--- src/rtl/alu_issue_pkg.sv ---
// Shared decode definitions for the ALU issue unit: opcodes, FSM states, field positions.
// Latency: n/a (types, constants and pure helper functions only).
// Backpressure: n/a.
package alu_issue_pkg;

  typedef enum logic [3:0] {
    OP_ADD  = 4'd0,
    OP_NOT  = 4'd1,
    OP_AND  = 4'd2,
    OP_OR   = 4'd3,
    OP_SRA  = 4'd4,
    OP_SLL  = 4'd5,
    OP_BEQZ = 4'd6,
    OP_BNEZ = 4'd7,
    OP_XOR  = 4'd8,
    OP_LI   = 4'd9
  } op_e;

  // Select code that keeps the ALU idle; also used for LI and illegal opcodes.
  localparam logic [3:0] ALU_NOP = 4'hF;

  typedef enum logic [1:0] {
    IDLE = 2'd0,
    EXEC = 2'd1,
    WB   = 2'd2
  } state_e;

  // Instruction field bit positions.
  localparam int OP_MSB  = 15;
  localparam int OP_LSB  = 12;
  localparam int RD_MSB  = 11;
  localparam int RD_LSB  = 9;
  localparam int RS1_MSB = 8;
  localparam int RS1_LSB = 6;
  localparam int RS2_MSB = 5;
  localparam int RS2_LSB = 3;
  localparam int IMM_MSB = 8;
  localparam int IMM_LSB = 0;

  function automatic logic [15:0] sext9(input logic [8:0] v);
    return {{7{v[8]}}, v};
  endfunction

  function automatic logic is_branch(input logic [3:0] op);
    return (op == OP_BEQZ) || (op == OP_BNEZ);
  endfunction

  function automatic logic is_illegal(input logic [3:0] op);
    return op > OP_LI;
  endfunction

  function automatic logic [3:0] alu_sel(input logic [3:0] op);
    return (op <= OP_XOR) ? op : ALU_NOP;
  endfunction

endpackage

--- src/rtl/alu_issue_unit_if.sv ---
// Instruction handshake plus ALU operand/result bus between fetch, issue unit and ALU.
// Latency: n/a (wires only).
// Backpressure: instr_valid/instr_ready; ALU side is purely combinational.
// Ports: instr_valid/instr/instr_ready (fetch), alu_a/alu_b/alu_s (to ALU),
//        alu_f/alu_ovf/alu_take_branch (from ALU).
// slave = issue unit view, master = fetch/ALU view.
interface alu_issue_unit_if;
  logic        instr_valid;
  logic [15:0] instr;
  logic        instr_ready;
  logic [15:0] alu_a;
  logic [15:0] alu_b;
  logic [3:0]  alu_s;
  logic [15:0] alu_f;
  logic        alu_ovf;
  logic        alu_take_branch;

  modport master (
    output instr_valid, instr, alu_f, alu_ovf, alu_take_branch,
    input  instr_ready, alu_a, alu_b, alu_s
  );

  modport slave (
    input  instr_valid, instr, alu_f, alu_ovf, alu_take_branch,
    output instr_ready, alu_a, alu_b, alu_s
  );
endinterface

--- src/rtl/alu_issue_unit_regfile8x16.sv ---
// 8x16 register file: two async read ports, one async debug read port, one sync write port.
// Latency: reads combinational; write visible after the clock edge.
// Backpressure: none; writes to r0 are dropped and r0 always reads 0.
// Ports: clk, reset (async, active-high, clears all entries), ra1/rd1, ra2/rd2,
//        rdbg/rdbg_data, we/wa/wd.
module regfile8x16 #(
  parameter int NREGS = 8
) (
  input  logic        clk,
  input  logic        reset,
  input  logic [2:0]  ra1,
  input  logic [2:0]  ra2,
  input  logic [2:0]  rdbg,
  output logic [15:0] rd1,
  output logic [15:0] rd2,
  output logic [15:0] rdbg_data,
  input  logic        we,
  input  logic [2:0]  wa,
  input  logic [15:0] wd
);

  logic [15:0] mem [NREGS];

  always_ff @(posedge clk or posedge reset) begin
    if (reset) begin
      for (int i = 0; i < NREGS; i++) begin
        mem[i] <= '0;
      end
    end else if (we && (wa != 3'd0)) begin
      mem[wa] <= wd;
    end
  end

  assign rd1       = (ra1 == 3'd0)  ? 16'h0000 : mem[ra1];
  assign rd2       = (ra2 == 3'd0)  ? 16'h0000 : mem[ra2];
  assign rdbg_data = (rdbg == 3'd0) ? 16'h0000 : mem[rdbg];

endmodule

--- src/rtl/alu_issue_unit.sv ---
// Issue/control engine for the 16-bit ALU: decode, operand fetch, result writeback, PC.
// Latency: accept at edge k, results/pc visible after k+2 (k+1 with ALU_ISSUE_FAST_WB_EN).
// Backpressure: instr_ready high only in IDLE; one instruction per 3 cycles (2 when fast).
// Ports: clk, reset (async, active-high), bus (alu_issue_unit_if.slave), pc, wb_valid,
//        illegal, ovf_flag, ovf_clr, dbg_addr, dbg_data.
// Optional: define ALU_ISSUE_FAST_WB_EN to retire straight out of EXEC on live ALU outputs.
module alu_issue_unit
  import alu_issue_pkg::*;
#(
  parameter logic [15:0] RST_PC = 16'h0000,
  parameter int          NREGS  = 8
) (
  input  logic            clk,
  input  logic            reset,
  alu_issue_unit_if.slave bus,
  output logic [15:0]     pc,
  output logic            wb_valid,
  output logic            illegal,
  output logic            ovf_flag,
  input  logic            ovf_clr,
  input  logic [2:0]      dbg_addr,
  output logic [15:0]     dbg_data
);

  state_e      state, next_state;
  logic        accept, retire;
  logic [3:0]  op_in;
  logic [2:0]  rs_a;
  logic [3:0]  op_q;
  logic [2:0]  rd_q;
  logic [8:0]  imm_q;
  logic [15:0] rf_a, rf_b;
  logic [15:0] res_f;
  logic        res_ovf, res_tb;
  logic        rf_we;
  logic [15:0] rf_wd;

  assign op_in = bus.instr[OP_MSB:OP_LSB];
  // Branches carry their test register in the rd slot.
  assign rs_a  = is_branch(op_in) ? bus.instr[RD_MSB:RD_LSB] : bus.instr[RS1_MSB:RS1_LSB];

  regfile8x16 #(.NREGS(NREGS)) u_rf (
    .clk       (clk),
    .reset     (reset),
    .ra1       (rs_a),
    .ra2       (bus.instr[RS2_MSB:RS2_LSB]),
    .rdbg      (dbg_addr),
    .rd1       (rf_a),
    .rd2       (rf_b),
    .rdbg_data (dbg_data),
    .we        (rf_we),
    .wa        (rd_q),
    .wd        (rf_wd)
  );

  always_ff @(posedge clk or posedge reset) begin
    if (reset) state <= IDLE;
    else       state <= next_state;
  end

  always_comb begin
    next_state      = state;
    bus.instr_ready = 1'b0;
    accept          = 1'b0;
    retire          = 1'b0;
    case (state)
      IDLE: begin
        bus.instr_ready = 1'b1;
        if (bus.instr_valid) begin
          accept     = 1'b1;
          next_state = EXEC;
        end
      end
      EXEC: begin
`ifdef ALU_ISSUE_FAST_WB_EN
        retire     = 1'b1;
        next_state = IDLE;
`else
        next_state = WB;
`endif
      end
      WB: begin
        retire     = 1'b1;
        next_state = IDLE;
      end
      default: next_state = IDLE;
    endcase
  end

  // Operands are loaded on the accept edge so they are stable for the whole EXEC
  // cycle; the previous instruction has always written back before the next accept.
  always_ff @(posedge clk or posedge reset) begin
    if (reset) begin
      op_q      <= '0;
      rd_q      <= '0;
      imm_q     <= '0;
      bus.alu_a <= '0;
      bus.alu_b <= '0;
      bus.alu_s <= ALU_NOP;
    end else if (accept) begin
      op_q      <= op_in;
      rd_q      <= bus.instr[RD_MSB:RD_LSB];
      imm_q     <= bus.instr[IMM_MSB:IMM_LSB];
      bus.alu_a <= rf_a;
      bus.alu_b <= is_branch(op_in) ? 16'h0000 : rf_b;
      bus.alu_s <= alu_sel(op_in);
    end else if (state == EXEC) begin
      bus.alu_s <= ALU_NOP;
    end
  end

`ifdef ALU_ISSUE_FAST_WB_EN
  assign res_f   = bus.alu_f;
  assign res_ovf = bus.alu_ovf;
  assign res_tb  = bus.alu_take_branch;
`else
  logic [15:0] f_q;
  logic        ovf_q, tb_q;

  always_ff @(posedge clk or posedge reset) begin
    if (reset) begin
      f_q   <= '0;
      ovf_q <= 1'b0;
      tb_q  <= 1'b0;
    end else if (state == EXEC) begin
      f_q   <= bus.alu_f;
      ovf_q <= bus.alu_ovf;
      tb_q  <= bus.alu_take_branch;
    end
  end

  assign res_f   = f_q;
  assign res_ovf = ovf_q;
  assign res_tb  = tb_q;
`endif

  assign rf_we = retire && !is_branch(op_q) && !is_illegal(op_q);
  assign rf_wd = (op_q == OP_LI) ? sext9(imm_q) : res_f;

  // wb_valid/illegal are registered so the pulse lines up with the cycle in which
  // the new pc and register contents are already visible.
  always_ff @(posedge clk or posedge reset) begin
    if (reset) begin
      pc       <= RST_PC;
      wb_valid <= 1'b0;
      illegal  <= 1'b0;
      ovf_flag <= 1'b0;
    end else begin
      wb_valid <= retire;
      illegal  <= retire && is_illegal(op_q);
      if (retire) begin
        pc <= (is_branch(op_q) && res_tb) ? pc + sext9(imm_q) : pc + 16'd1;
      end
      // A new overflow takes priority over a simultaneous clear.
      if (retire && res_ovf && (op_q == OP_ADD)) ovf_flag <= 1'b1;
      else if (ovf_clr)                          ovf_flag <= 1'b0;
    end
  end

endmodule

--- src/flat_wrapper.sv ---
// flat-port wrapper written by rule: the top's interface ports become plain ports
module alu_issue_unit_flat import alu_issue_pkg::*;
#(
  parameter logic [15:0] RST_PC = 16'h0000,
  parameter int          NREGS  = 8
)
  (clk, reset, pc, wb_valid, illegal, ovf_flag, ovf_clr, dbg_addr, dbg_data, bus_instr_valid, bus_instr, bus_alu_f, bus_alu_ovf, bus_alu_take_branch, bus_instr_ready, bus_alu_a, bus_alu_b, bus_alu_s);
  alu_issue_unit_if bus_i ();
  input  logic clk;
  input  logic reset;
  output logic [15:0] pc;
  output logic wb_valid;
  output logic illegal;
  output logic ovf_flag;
  input  logic ovf_clr;
  input  logic [2:0] dbg_addr;
  output logic [15:0] dbg_data;
  input wire logic [$bits(bus_i.instr_valid)-1:0] bus_instr_valid;
  input wire logic [$bits(bus_i.instr)-1:0] bus_instr;
  input wire logic [$bits(bus_i.alu_f)-1:0] bus_alu_f;
  input wire logic [$bits(bus_i.alu_ovf)-1:0] bus_alu_ovf;
  input wire logic [$bits(bus_i.alu_take_branch)-1:0] bus_alu_take_branch;
  output wire logic [$bits(bus_i.instr_ready)-1:0] bus_instr_ready;
  output wire logic [$bits(bus_i.alu_a)-1:0] bus_alu_a;
  output wire logic [$bits(bus_i.alu_b)-1:0] bus_alu_b;
  output wire logic [$bits(bus_i.alu_s)-1:0] bus_alu_s;
  assign bus_i.instr_valid = bus_instr_valid;
  assign bus_i.instr = bus_instr;
  assign bus_i.alu_f = bus_alu_f;
  assign bus_i.alu_ovf = bus_alu_ovf;
  assign bus_i.alu_take_branch = bus_alu_take_branch;
  assign bus_instr_ready = bus_i.instr_ready;
  assign bus_alu_a = bus_i.alu_a;
  assign bus_alu_b = bus_i.alu_b;
  assign bus_alu_s = bus_i.alu_s;
  alu_issue_unit #(.RST_PC(RST_PC), .NREGS(NREGS)) u_core (.clk(clk), .reset(reset), .bus(bus_i), .pc(pc), .wb_valid(wb_valid), .illegal(illegal), .ovf_flag(ovf_flag), .ovf_clr(ovf_clr), .dbg_addr(dbg_addr), .dbg_data(dbg_data));
endmodule
--- config.mk ---
export PLATFORM = sky130hd
export DESIGN_NAME = alu_issue_unit_flat
export DESIGN_NICKNAME = d
export VERILOG_FILES = /design/src/rtl/alu_issue_pkg.sv /design/src/rtl/alu_issue_unit_if.sv /design/src/rtl/alu_issue_unit_regfile8x16.sv /design/src/rtl/alu_issue_unit.sv /design/src/flat_wrapper.sv
export SDC_FILE = /design/constraint.sdc
export NUM_CORES = 1
export LEC_CHECK = 0
export ABC_AREA = 1
export BUFFER_PORTS_ARGS = -buffer_cell sky130_fd_sc_hd__buf_2
export CORE_MARGIN = 3
export CORE_UTILIZATION = 50
export CTS_CLUSTER_DIAMETER = 150
export DETAILED_ROUTE_END_ITERATION = 12
export PLACE_DENSITY = 0.81
export SYNTH_ARGS = -nofsm -noshare
export SYNTH_HDL_FRONTEND = slang
export SYNTH_SLANG_ARGS = --single-unit
--- constraint.sdc ---
create_clock -name clk -period 9.8 [get_ports clk]
set_input_delay 1.96 -clock clk [delete_from_list [all_inputs] [get_ports clk]]
set_output_delay 1.96 -clock clk [all_outputs]
set_load 0.03 [all_outputs]
==> results of run 1 <==
path summary, 6_finish.rpt:
check                           slack (ns)                    to  cells after the start                  from
worst max register to register        6.88         u_core.pc[12]                     15        u_core.op_q[3]
worst min-delay path                  0.37  u_core.u_rf.mem[120]                      0  u_core.u_rf.mem[120]
min in group asynchronous             1.55       u_core.imm_q[2]                      2                 reset
worst max-delay path                  2.22          dbg_data[13]                      7           dbg_addr[0]
max in group asynchronous             6.89   u_core.u_rf.mem[78]                      3                 reset
worst min register to register        0.37  u_core.u_rf.mem[120]                      0  u_core.u_rf.mem[120]
cell usage in the layout (no fill, tap or decap), drive strengths merged, types with 4 or more instances in the layout:
| cell type | n |
|---|---|
| dfrtp | 215 |
| nand3 | 75 |
| a21oi | 152 |
| o21ai | 350 |
| a211oi | 8 |
| o211ai | 9 |
| nand4 | 9 |
| dfstp | 4 |
| xor2 | 5 |
| buf | 125 |
| nor2 | 49 |
| nand2 | 355 |
| clkbuf | 35 |
| o21bai | 4 |
| clkinv | 9 |
| o311ai | 15 |
| inv | 172 |
| ha | 8 |
| a31oi | 19 |
logic make-up (layout without fill, tap and decap cells):
logic type	after synthesis	in the layout
buffers and inverters	288	346
other	0	3
XOR/XNOR	5	5
AO/OA/AOI/OAI	569	569
flip-flops	219	219
AND/OR/NAND/NOR	492	492
adder cells (fa/ha/maj)	9	9
state kept, by name, indices dropped and copies added, names as in the netlist:
name,flops
u_core.res_tb,1
u_core.pc,16
u_core.bus.alu_a,16
u_core.f_q,16
u_core.wb_valid,1
u_core.bus.alu_b,16
u_core.illegal,1
u_core.imm_q,9
u_core.state,2
u_core.ovf_q,1
u_core.op_q,4
u_core.rd_q,3
u_core.u_rf.mem,128
u_core.ovf_flag,1
u_core.bus.alu_s,4
report_power, final:
group | switching [uW] | internal [uW]
registers | 199 | 1160
clock network | 380 | 591
logic | 736 | 287
synth_stat cells (all sizes together), types with 9 or more instances:
library cell | count | area share, %
nand2 | 355 | 11
o21ai | 350 | 15
dfrtp | 215 | 45
inv | 171 | 5.4
a21oi | 152 | 6.4
clkbuf | 81 | 2.6
nand3 | 75 | 3.3
nor2 | 49 | 1.8
buf | 30 | 1.5
a31oi | 19 | 1.0
o311ai | 15 | 1.1
nand4 | 9 | 0.47
o211ai | 9 | 0.57
layout make-up:
type                    instances  area share, %
clock inverters                 9          0.967
well taps                     313           2.94
clock buffers                  35           5.43
multi-input cells            1075           39.5
flip-flops and latches        219           41.1
diodes                          3         0.0563
inverters                     177           5.05
repair buffers                125           4.94
through the flow:
step	hold slack, ns	setup slack, ns	instance area (um2)	util, %
after floorplan	0.424	1.85	11900	-
after global placement	0.360	2.51	12500	54.3
after detailed placement	0.360	2.43	12500	54.3
after CTS	0.374	2.40	13300	58.0
after global routing	0.385	1.88	13300	58.0
final	0.370	2.22	13300	58.0
routing by layer:
metal  vias up  track usage [%]
met5         -                0
met4         0             17.1
met3       189             5.50
met2       727             46.5
met1      5386             37.3
li1       5360                -
worst max-delay path, cell delays in order:
cell and delay [ns]:
buf_2 0.07, buf_4 0.58, clkinv_1 1.13, nand3_1 1.10, o21ai_0 0.20, a31oi_1 0.26
buf_2 0.24
==> flow_metrics.tcl, run 1 <==
set metrics [dict create \
    status "finished, final reports clean" \
    avgSynthCellArea_um2 7.50 \
    rsz0062_at_grt "no" \
    grt_pass1_vias 11500 \
    maxCapViolations 0 \
    multi_input_area_mm2 0.00526 \
    power_uw 3350 \
    io_pins 113 \
    fmax_mhz 132 \
    nFillCells 2118 \
    htree_levels 1 \
    cts_made_buffers 25 \
    p_leak_uw 0.00623 \
    wire_per_inst_um 19.4 \
    hold_viol_final 0 \
    grt-ovfl-total 0 \
    period_minus_slack_ns 7.58 \
    yosys_warnings 0 \
    clock_latency_ns 0.54 \
    core_area_mm2 0.0230 \
    synth_compound_area_share_pct 25.5 \
    cts_setup_buffers 0 \
    path_class "in2out" \
    cts_max_path_buffers 3 \
    routed_via_density 5.96 \
    cts_num_sinks 219 \
    cts_root_buffer "clkbuf_16" \
    grt.total_usage_pct 29.2 \
    drv_slew 0 \
    start_kind "primary input" \
    fin_cells 1956 \
    syn-instance-count 1582 \
    synth_edf_count 0 \
    wl_mm 37.9 \
    async_flop_share_pct 100 \
    dp_cells 1909 \
    power-per-cell-area_mw_per_mm2 252 \
    dr_wl_met2_mm 17.1 \
    synthToLayoutAreaGrowth_pct 12.3 \
    synth_adder_area_share_pct 1.01 \
    portBuffers 112 \
    ctsResizeCount 0 \
    postRouteAntennaNets 0 \
    finalSetupViolCount 0 \
    synth_ff_type "dfrtp_1" \
    die_y_um 160 \
    dp_hpwl_mm 24.7 \
    die_w_um 160 \
    syn_nets 1632 \
    routabilityCongestion 0.953 \
    period_share_pct 77.3 \
    yosysSeqAreaShare_pct 46.2 \
    wl_met1_mm 14.5 \
    die_area_mm2 0.0256 \
    top_layer "met4" \
    skew_ns 0.0244 \
    layout-drive-gt1-share_pct 12.2 \
    synth_xor_area_share_pct 0.369 \
    crit_path_end_kind "output port" \
    clk_pin_slew_ns 0.06 \
    nets 1673 \
    synth.area.mux_share_pct 0 \
    drc 0 \
    cts_tree "built" \
    layout.area.seq_mm2 0.00549 \
    drtIter0Drc 1574 \
    antenna_found_initial 3 \
    ys_types 42 \
    hp-class "reg2reg" \
    ys_seq_elements 219 \
    crit_path_max_fanout 85 \
    initial_core_util_pct 51.7 \
    route.met3.wl_mm 3.82 \
    first_pass_iters 6 \
    syn_area_mm2 0.0119 \
    rows 55 \
    ctsHoldBuffers 0 \
    max-slew-margin-rel_pct 22.0 \
    tns_ns 0 \
    synth_top_family_by_area "compound AO/OA/AOI/OAI gates" \
    grt_max_degree 101 \
    worstMarginPinSlew_ns 1.17 \
    cp.required_ns 7.84 \
    routed-via-count 11700 \
    yosys.area_share.simple_pct 17.2 \
    grt_pass1_wl_mm 60.5 \
    cp_data_arrival_time_ns 5.62 \
    ir_drop_mv 0.135 \
]
Power figures use the tool's default switching activity.
==> run 2: changes to the inputs <==
==> constraint.sdc (replaced) <==
create_clock -name clk -period 7.05 [get_ports clk]
set_input_delay 1.41 -clock clk [delete_from_list [all_inputs] [get_ports clk]]
set_output_delay 1.41 -clock clk [all_outputs]
set_load 0.03 [all_outputs]
==> run 2 against run 1 <==
Against the previous run:
- clock-buffer cell count decreased by 4
- setup slack lost 0.65 ns
- core utilization grew 0.25 points
- worst hold slack about the same
- non-clock buffer count is 5 higher
- critical path depth decreased by 1
- flip-flop and latch count unchanged
- cell count is 0.26% higher
==> flow_metrics.tcl, run 2 (synthesis gave the netlist of run 1 again) <==
set metrics [dict create \
    rsz0062_at_grt "no" \
    hold_end "u_core.u_rf.mem[120]" \
    rows 55 \
    synthToLayoutAreaGrowth_pct 12.8 \
    clock_latency_ns 0.54 \
    regMostFlops "u_core.u_rf.mem" \
    hold_start "u_core.u_rf.mem[120]" \
    min_delay_path_depth 0 \
    grt.total_usage_pct 28.9 \
    layout-drive-gt1-share_pct 12.5 \
    r2r-start "u_core.op_q[3]" \
    place_area_mm2 0.0125 \
    start_kind "primary input" \
    dp_cells 1914 \
    htree_levels 1 \
    drv_slew 0 \
    power-per-cell-area_mw_per_mm2 353 \
    status "finished, final reports clean" \
    io_pins 113 \
    die_y_um 160 \
    p_leak_uw 0.00628 \
    tns_ns 0 \
    nets 1677 \
    cts_num_sinks 219 \
    path_class "in2out" \
    cp.required_ns 5.64 \
    crit_chain "buf_2, inv_1, nand3_1, o21ai_0, a31oi_1, buf_2" \
    skew_ns 0.0200 \
    core_area_mm2 0.0230 \
    maxCapViolations 0 \
    crit_top_cell "buf_2" \
    portBuffers 112 \
    period_minus_slack_ns 5.47 \
    routed-via-count 11700 \
    die_w_um 160 \
    cts_max_path_buffers 3 \
    timing.rr.end "u_core.pc[12]" \
    grt_pass1_wl_mm 59.9 \
    r2r_slack_ns 4.01 \
    antenna_found_initial 3 \
    ctsResizeCount 0 \
    drc 0 \
    postRouteAntennaNets 0 \
    critPathSlowestCell "nand3_1" \
    cts_made_buffers 24 \
    hp-class "reg2reg" \
    wl_mm 37.8 \
    grt_max_degree 69 \
    fin_cells 1961 \
    cp_data_arrival_time_ns 4.06 \
    largest_register_ffs 128 \
    postLayoutSetupSlackWorst_ns 1.58 \
    final_common_cell "nand2_1" \
    hold_viol_final 0 \
    die_area_mm2 0.0256 \
    ir_drop_mv 0.193 \
    ctsHoldBuffers 0 \
    r2r_cells 15 \
    worstMarginPinSlew_ns 1.19 \
    slowest_delay_ns 0.71 \
    cts_tree "built" \
    crit_path_max_fanout 46 \
    dp_hpwl_mm 24.9 \
    cts_setup_buffers 0 \
    grt_pass1_vias 11400 \
    first_pass_iters 6 \
    period_share_pct 77.6 \
    grt-ovfl-total 0 \
    routabilityCongestion 0.953 \
    clk_pin_slew_ns 0.06 \
    fin_area_mm2 0.0134 \
    layout_common_cells "349 x nand2_1, 328 x o21ai_0, 215 x dfrtp_1, 167 x inv_1, 152 x a21oi_1" \
    wire_per_inst_um 19.3 \
    preCtsSetupSlack_ns 1.72 \
    max-slew-margin-rel_pct 20.9 \
    crit_path_end_kind "output port" \
    nFillCells 2101 \
    drtIter0Drc 1365 \
    cts_root_buffer "clkbuf_16" \
    finalSetupViolCount 0 \
    fmax_mhz 183 \
    power_uw 4720 \
    routed_via_density 5.95 \
    initial_core_util_pct 51.7 \
]
[run 2: cell count changes in the layout (fill, tap and decap cells not counted)]
| cell | before | now |
|---|---|---|
| buf_4 | 13 | 18 |
| clkinv_2 | 4 | 9 |
| bufinv_16 | 3 | 5 |
| clkbuf_1 | 4 | 2 |
| clkbuf_8 | 6 | 4 |
| clkinvlp_4 | 2 | 1 |
| inv_6 | 1 | 0 |
| inv_8 | 1 | 0 |
| nor2_1 | 36 | 37 |
| nor2_2 | 9 | 8 |
[run 2: worst max path at each step]
stage                     start           end  slack (ns)  cells after the start
global placement    dbg_addr[1]  dbg_data[14]        1.78                      6
CTS                 dbg_addr[1]  dbg_data[13]        1.71                      6
finish              dbg_addr[1]  dbg_data[13]        1.58                      6
global route        dbg_addr[1]  dbg_data[13]        1.41                      6
floorplan           dbg_addr[1]   dbg_data[0]        2.78                      7
detailed placement  dbg_addr[1]  dbg_data[13]        1.72                      6
[run 2: area by class of cell]
| cell class | count | area, um2 | area share, % |
|---|---|---|---|
| clock buffers | 31 | 688 | 5.14 |
| clock inverters | 13 | 190 | 1.42 |
| multi-input cells | 1075 | 5260 | 39.3 |
| flip-flops and latches | 219 | 5490 | 41.0 |
| diodes | 3 | 7.51 | 0.0561 |
| well taps | 313 | 392 | 2.93 |
| inverters | 177 | 669 | 5.00 |
| repair buffers | 130 | 696 | 5.20 |
[run 2: per-layer routing]
layer | vias to the layer above | global-route usage [%] | routed length, um | part of all wire (%)
li1 | 5376 | - | - | -
met1 | 5358 | 37.5 | 14500 | 38
met2 | 749 | 46.7 | 17200 | 46
met3 | 181 | 4.59 | 3780 | 10
met4 | 0 | 15.7 | 2340 | 6.2
met5 | - | 0 | 0 | 0
[run 2: critical path, delay by kind of cell]
| family | cells | cell delay (ns) |
|---|---|---|
| compound gates | 2 | 0.44 |
| buf+inv | 3 | 1.50 |
| simple gates | 1 | 0.71 |
[run 2: power breakdown]
group | internal, uW | switching (uW) | total, uW
clock | 869 | 525 | 1390
combinational | 401 | 1030 | 1430
sequential | 1610 | 286 | 1900
total | 2880 | 1840 | 4720
[run 2: metrics by stage]
step	hold slack (ns)	util [%]
after floorplan	0.424	-
after global placement	0.361	54.4
after detailed placement	0.360	54.4
after CTS	0.375	58.2
after global routing	0.379	58.2
final	0.371	58.2
==> run 3: changes to the inputs <==
==> constraint.sdc (replaced) <==
create_clock -name clk -period 5.6 [get_ports clk]
set_input_delay 1.12 -clock clk [delete_from_list [all_inputs] [get_ports clk]]
set_output_delay 1.12 -clock clk [all_outputs]
set_load 0.03 [all_outputs]
==> run 3 against run 2 <==
Against the previous run:
- sequential power grew 25%
- routed wire length down 0.10%
- clock-buffer cell count increased by 5
- first-iteration DRC count decreased by 2.3%
- sequential share of layout area grew 0.37 points
- clock skew is 0.0010 ns lower
- register-to-register slack got worse by 1.5 ns
- via count fell by 1.0%
- final area down 0.91%
- total power increased by 21%
- worst hold slack worse by 0.0018 ns
- critical endpoint unchanged
- largest power group unchanged
- highest routed layer unchanged
==> flow_metrics.tcl, run 3 (synthesis gave the netlist of run 1 again) <==
set metrics [dict create \
    status "finished, final reports clean" \
    cts_made_buffers 25 \
    p_leak_uw 0.00621 \
    core_area_mm2 0.0230 \
    synthToLayoutAreaGrowth_pct 11.7 \
    grt.busiest_layer "met2" \
    drv_slew 0 \
    portBuffers 112 \
    seqPwrFrac_pct 41.8 \
    routed-via-count 11500 \
    max-slew-margin-rel_pct 25.4 \
    use_met1_pct 37.2 \
    finalSetupViolCount 0 \
    combPwrFrac_pct 31.4 \
    swShare_pct 40.1 \
    layout-drive-gt1-share_pct 12.2 \
    crit_path_max_fanout 46 \
    skew_ns 0.0190 \
    cts_num_sinks 219 \
    grt_util_met3_pct 5.34 \
    layout_common_cells "349 x nand2_1, 328 x o21ai_0, 215 x dfrtp_1, 167 x inv_1, 152 x a21oi_1" \
    clock_latency_ns 0.53 \
    start_kind "primary input" \
    period_share_pct 81.6 \
    r2r-start "u_core.op_q[3]" \
    wire_per_inst_um 19.3 \
    drtIter0Drc 1334 \
    io_pins 113 \
    ir_drop_mv 0.224 \
    cts_setup_buffers 0 \
    slowest_delay_ns 0.69 \
    gr-usage-met2_pct 46.7 \
    ctsResizeCount 0 \
    cts_max_path_buffers 3 \
    grt_pass1_vias 11000 \
    internal_power_uw 3420 \
    hp-class "reg2reg" \
    crit_chain "buf_2, inv_1, buf_4, nand3_1, o21ai_0, a31oi_1, buf_2" \
    period_minus_slack_ns 4.57 \
    initial_core_util_pct 51.7 \
    first_pass_iters 6 \
    largest_register_ffs 128 \
    die_w_um 160 \
    rsz0062_at_grt "no" \
    final_common_cell "nand2_1" \
    cp_data_arrival_time_ns 3.45 \
    crit_top_cell "buf_2" \
    die_area_mm2 0.0256 \
    wl_mm 37.8 \
    antenna_found_initial 2 \
    crit_path_end_kind "output port" \
    dp_hpwl_mm 24.8 \
    cts_tree "built" \
    critPathSlowestCell "buf_2" \
    maxCapViolations 0 \
    htree_levels 1 \
    path_class "in2out" \
    cp.required_ns 4.48 \
    grt.total_usage_pct 28.7 \
    grt_pass1_wl_mm 59.4 \
    hold_viol_final 0 \
    postRouteAntennaNets 0 \
    grt-ovfl-total 0 \
    hold_start "u_core.u_rf.mem[120]" \
    fmax_mhz 219 \
    power-per-cell-area_mw_per_mm2 430 \
    worstMarginPinSlew_ns 1.12 \
    die_y_um 160 \
    power_uw 5700 \
    grt_max_degree 157 \
    nFillCells 2184 \
    cp-startpoint "dbg_addr[1]" \
    regMostFlops "u_core.u_rf.mem" \
    ctsHoldBuffers 0 \
    clk_pin_slew_ns 0.06 \
    routed_via_density 5.89 \
    power_switching_uw 2290 \
    routabilityCongestion 0.929 \
    cts_root_buffer "clkbuf_16" \
    tns_ns 0 \
    drc 0 \
    nets 1678 \
    pwr-share-clk_pct 26.8 \
    rows 55 \
]
## run 3: changes by cell type in the layout (fill, tap and decap cells not counted), sizes merged
cell,delta
bufinv,-5
clkbuf,+5
clkinv,-2
diode,-1
## run 3: critical path: cells and delay by family
family / cells / cell delay [ns]
AOI/OAI and AO/OA: 2 / 0.47
and+or+nand+nor: 1 / 0.57
buffers and inverters: 4 / 1.27
## run 3: cell type report
cell class              count  area [um2]  share of cell area, %
flip-flops and latches    219        5490                   41.3
multi-input cells        1075        5260                   39.6
clock buffers              36         717                   5.40
repair buffers            130         708                   5.34
inverters                 177         669                   5.05
well taps                 313         392                   2.95
clock inverters             6        30.0                  0.226
diodes                      2        5.00                 0.0377
## run 3: power groups by stage
stage	sequential [uW]	clock (uW)	combinational (uW)
finish	2380	1530	1790
global route	2430	1610	1980
global placement	2380	0	1720
floorplan	2500	0	1040
detailed placement	2390	0	1770
CTS	2370	1540	1770
## run 3: metal layers
layer | up-vias | routed length [um] | share of wire, %
met2 | 643 | 17600 | 47
met3 | 147 | 3460 | 9.1
li1 | 5374 | - | -
met5 | - | 0 | 0
met1 | 5378 | 14900 | 39
met4 | 0 | 1830 | 4.8
## run 3: path summary, 6_finish.rpt
kind | end | slack (ns) | cells past startpoint
worst max-delay path | dbg_data[13] | 1.03 | 7
worst min-delay path | u_core.u_rf.mem[120] | 0.37 | 0
worst max register to register | u_core.pc[12] | 2.53 | 15
worst min register to register | u_core.u_rf.mem[120] | 0.37 | 0
max in group asynchronous | u_core.u_rf.mem[107] | 4.12 | 3
min in group asynchronous | u_core.imm_q[2] | 0.85 | 3
## run 3: stage by stage
stage | utilization (%) | area [um2] | worst slack, ns | hold WS [ns] | std cells
global placement | 54.4 | 12500 | 1.18 | 0.360 | 1914
floorplan | - | 11900 | 1.63 | 0.424 | 1582
global route | 57.7 | 13300 | 0.906 | 0.381 | 1958
CTS | 57.7 | 13300 | 1.13 | 0.374 | 1956
finish | 57.7 | 13300 | 1.03 | 0.369 | 1958
detailed placement | 54.4 | 12500 | 1.14 | 0.360 | 1914
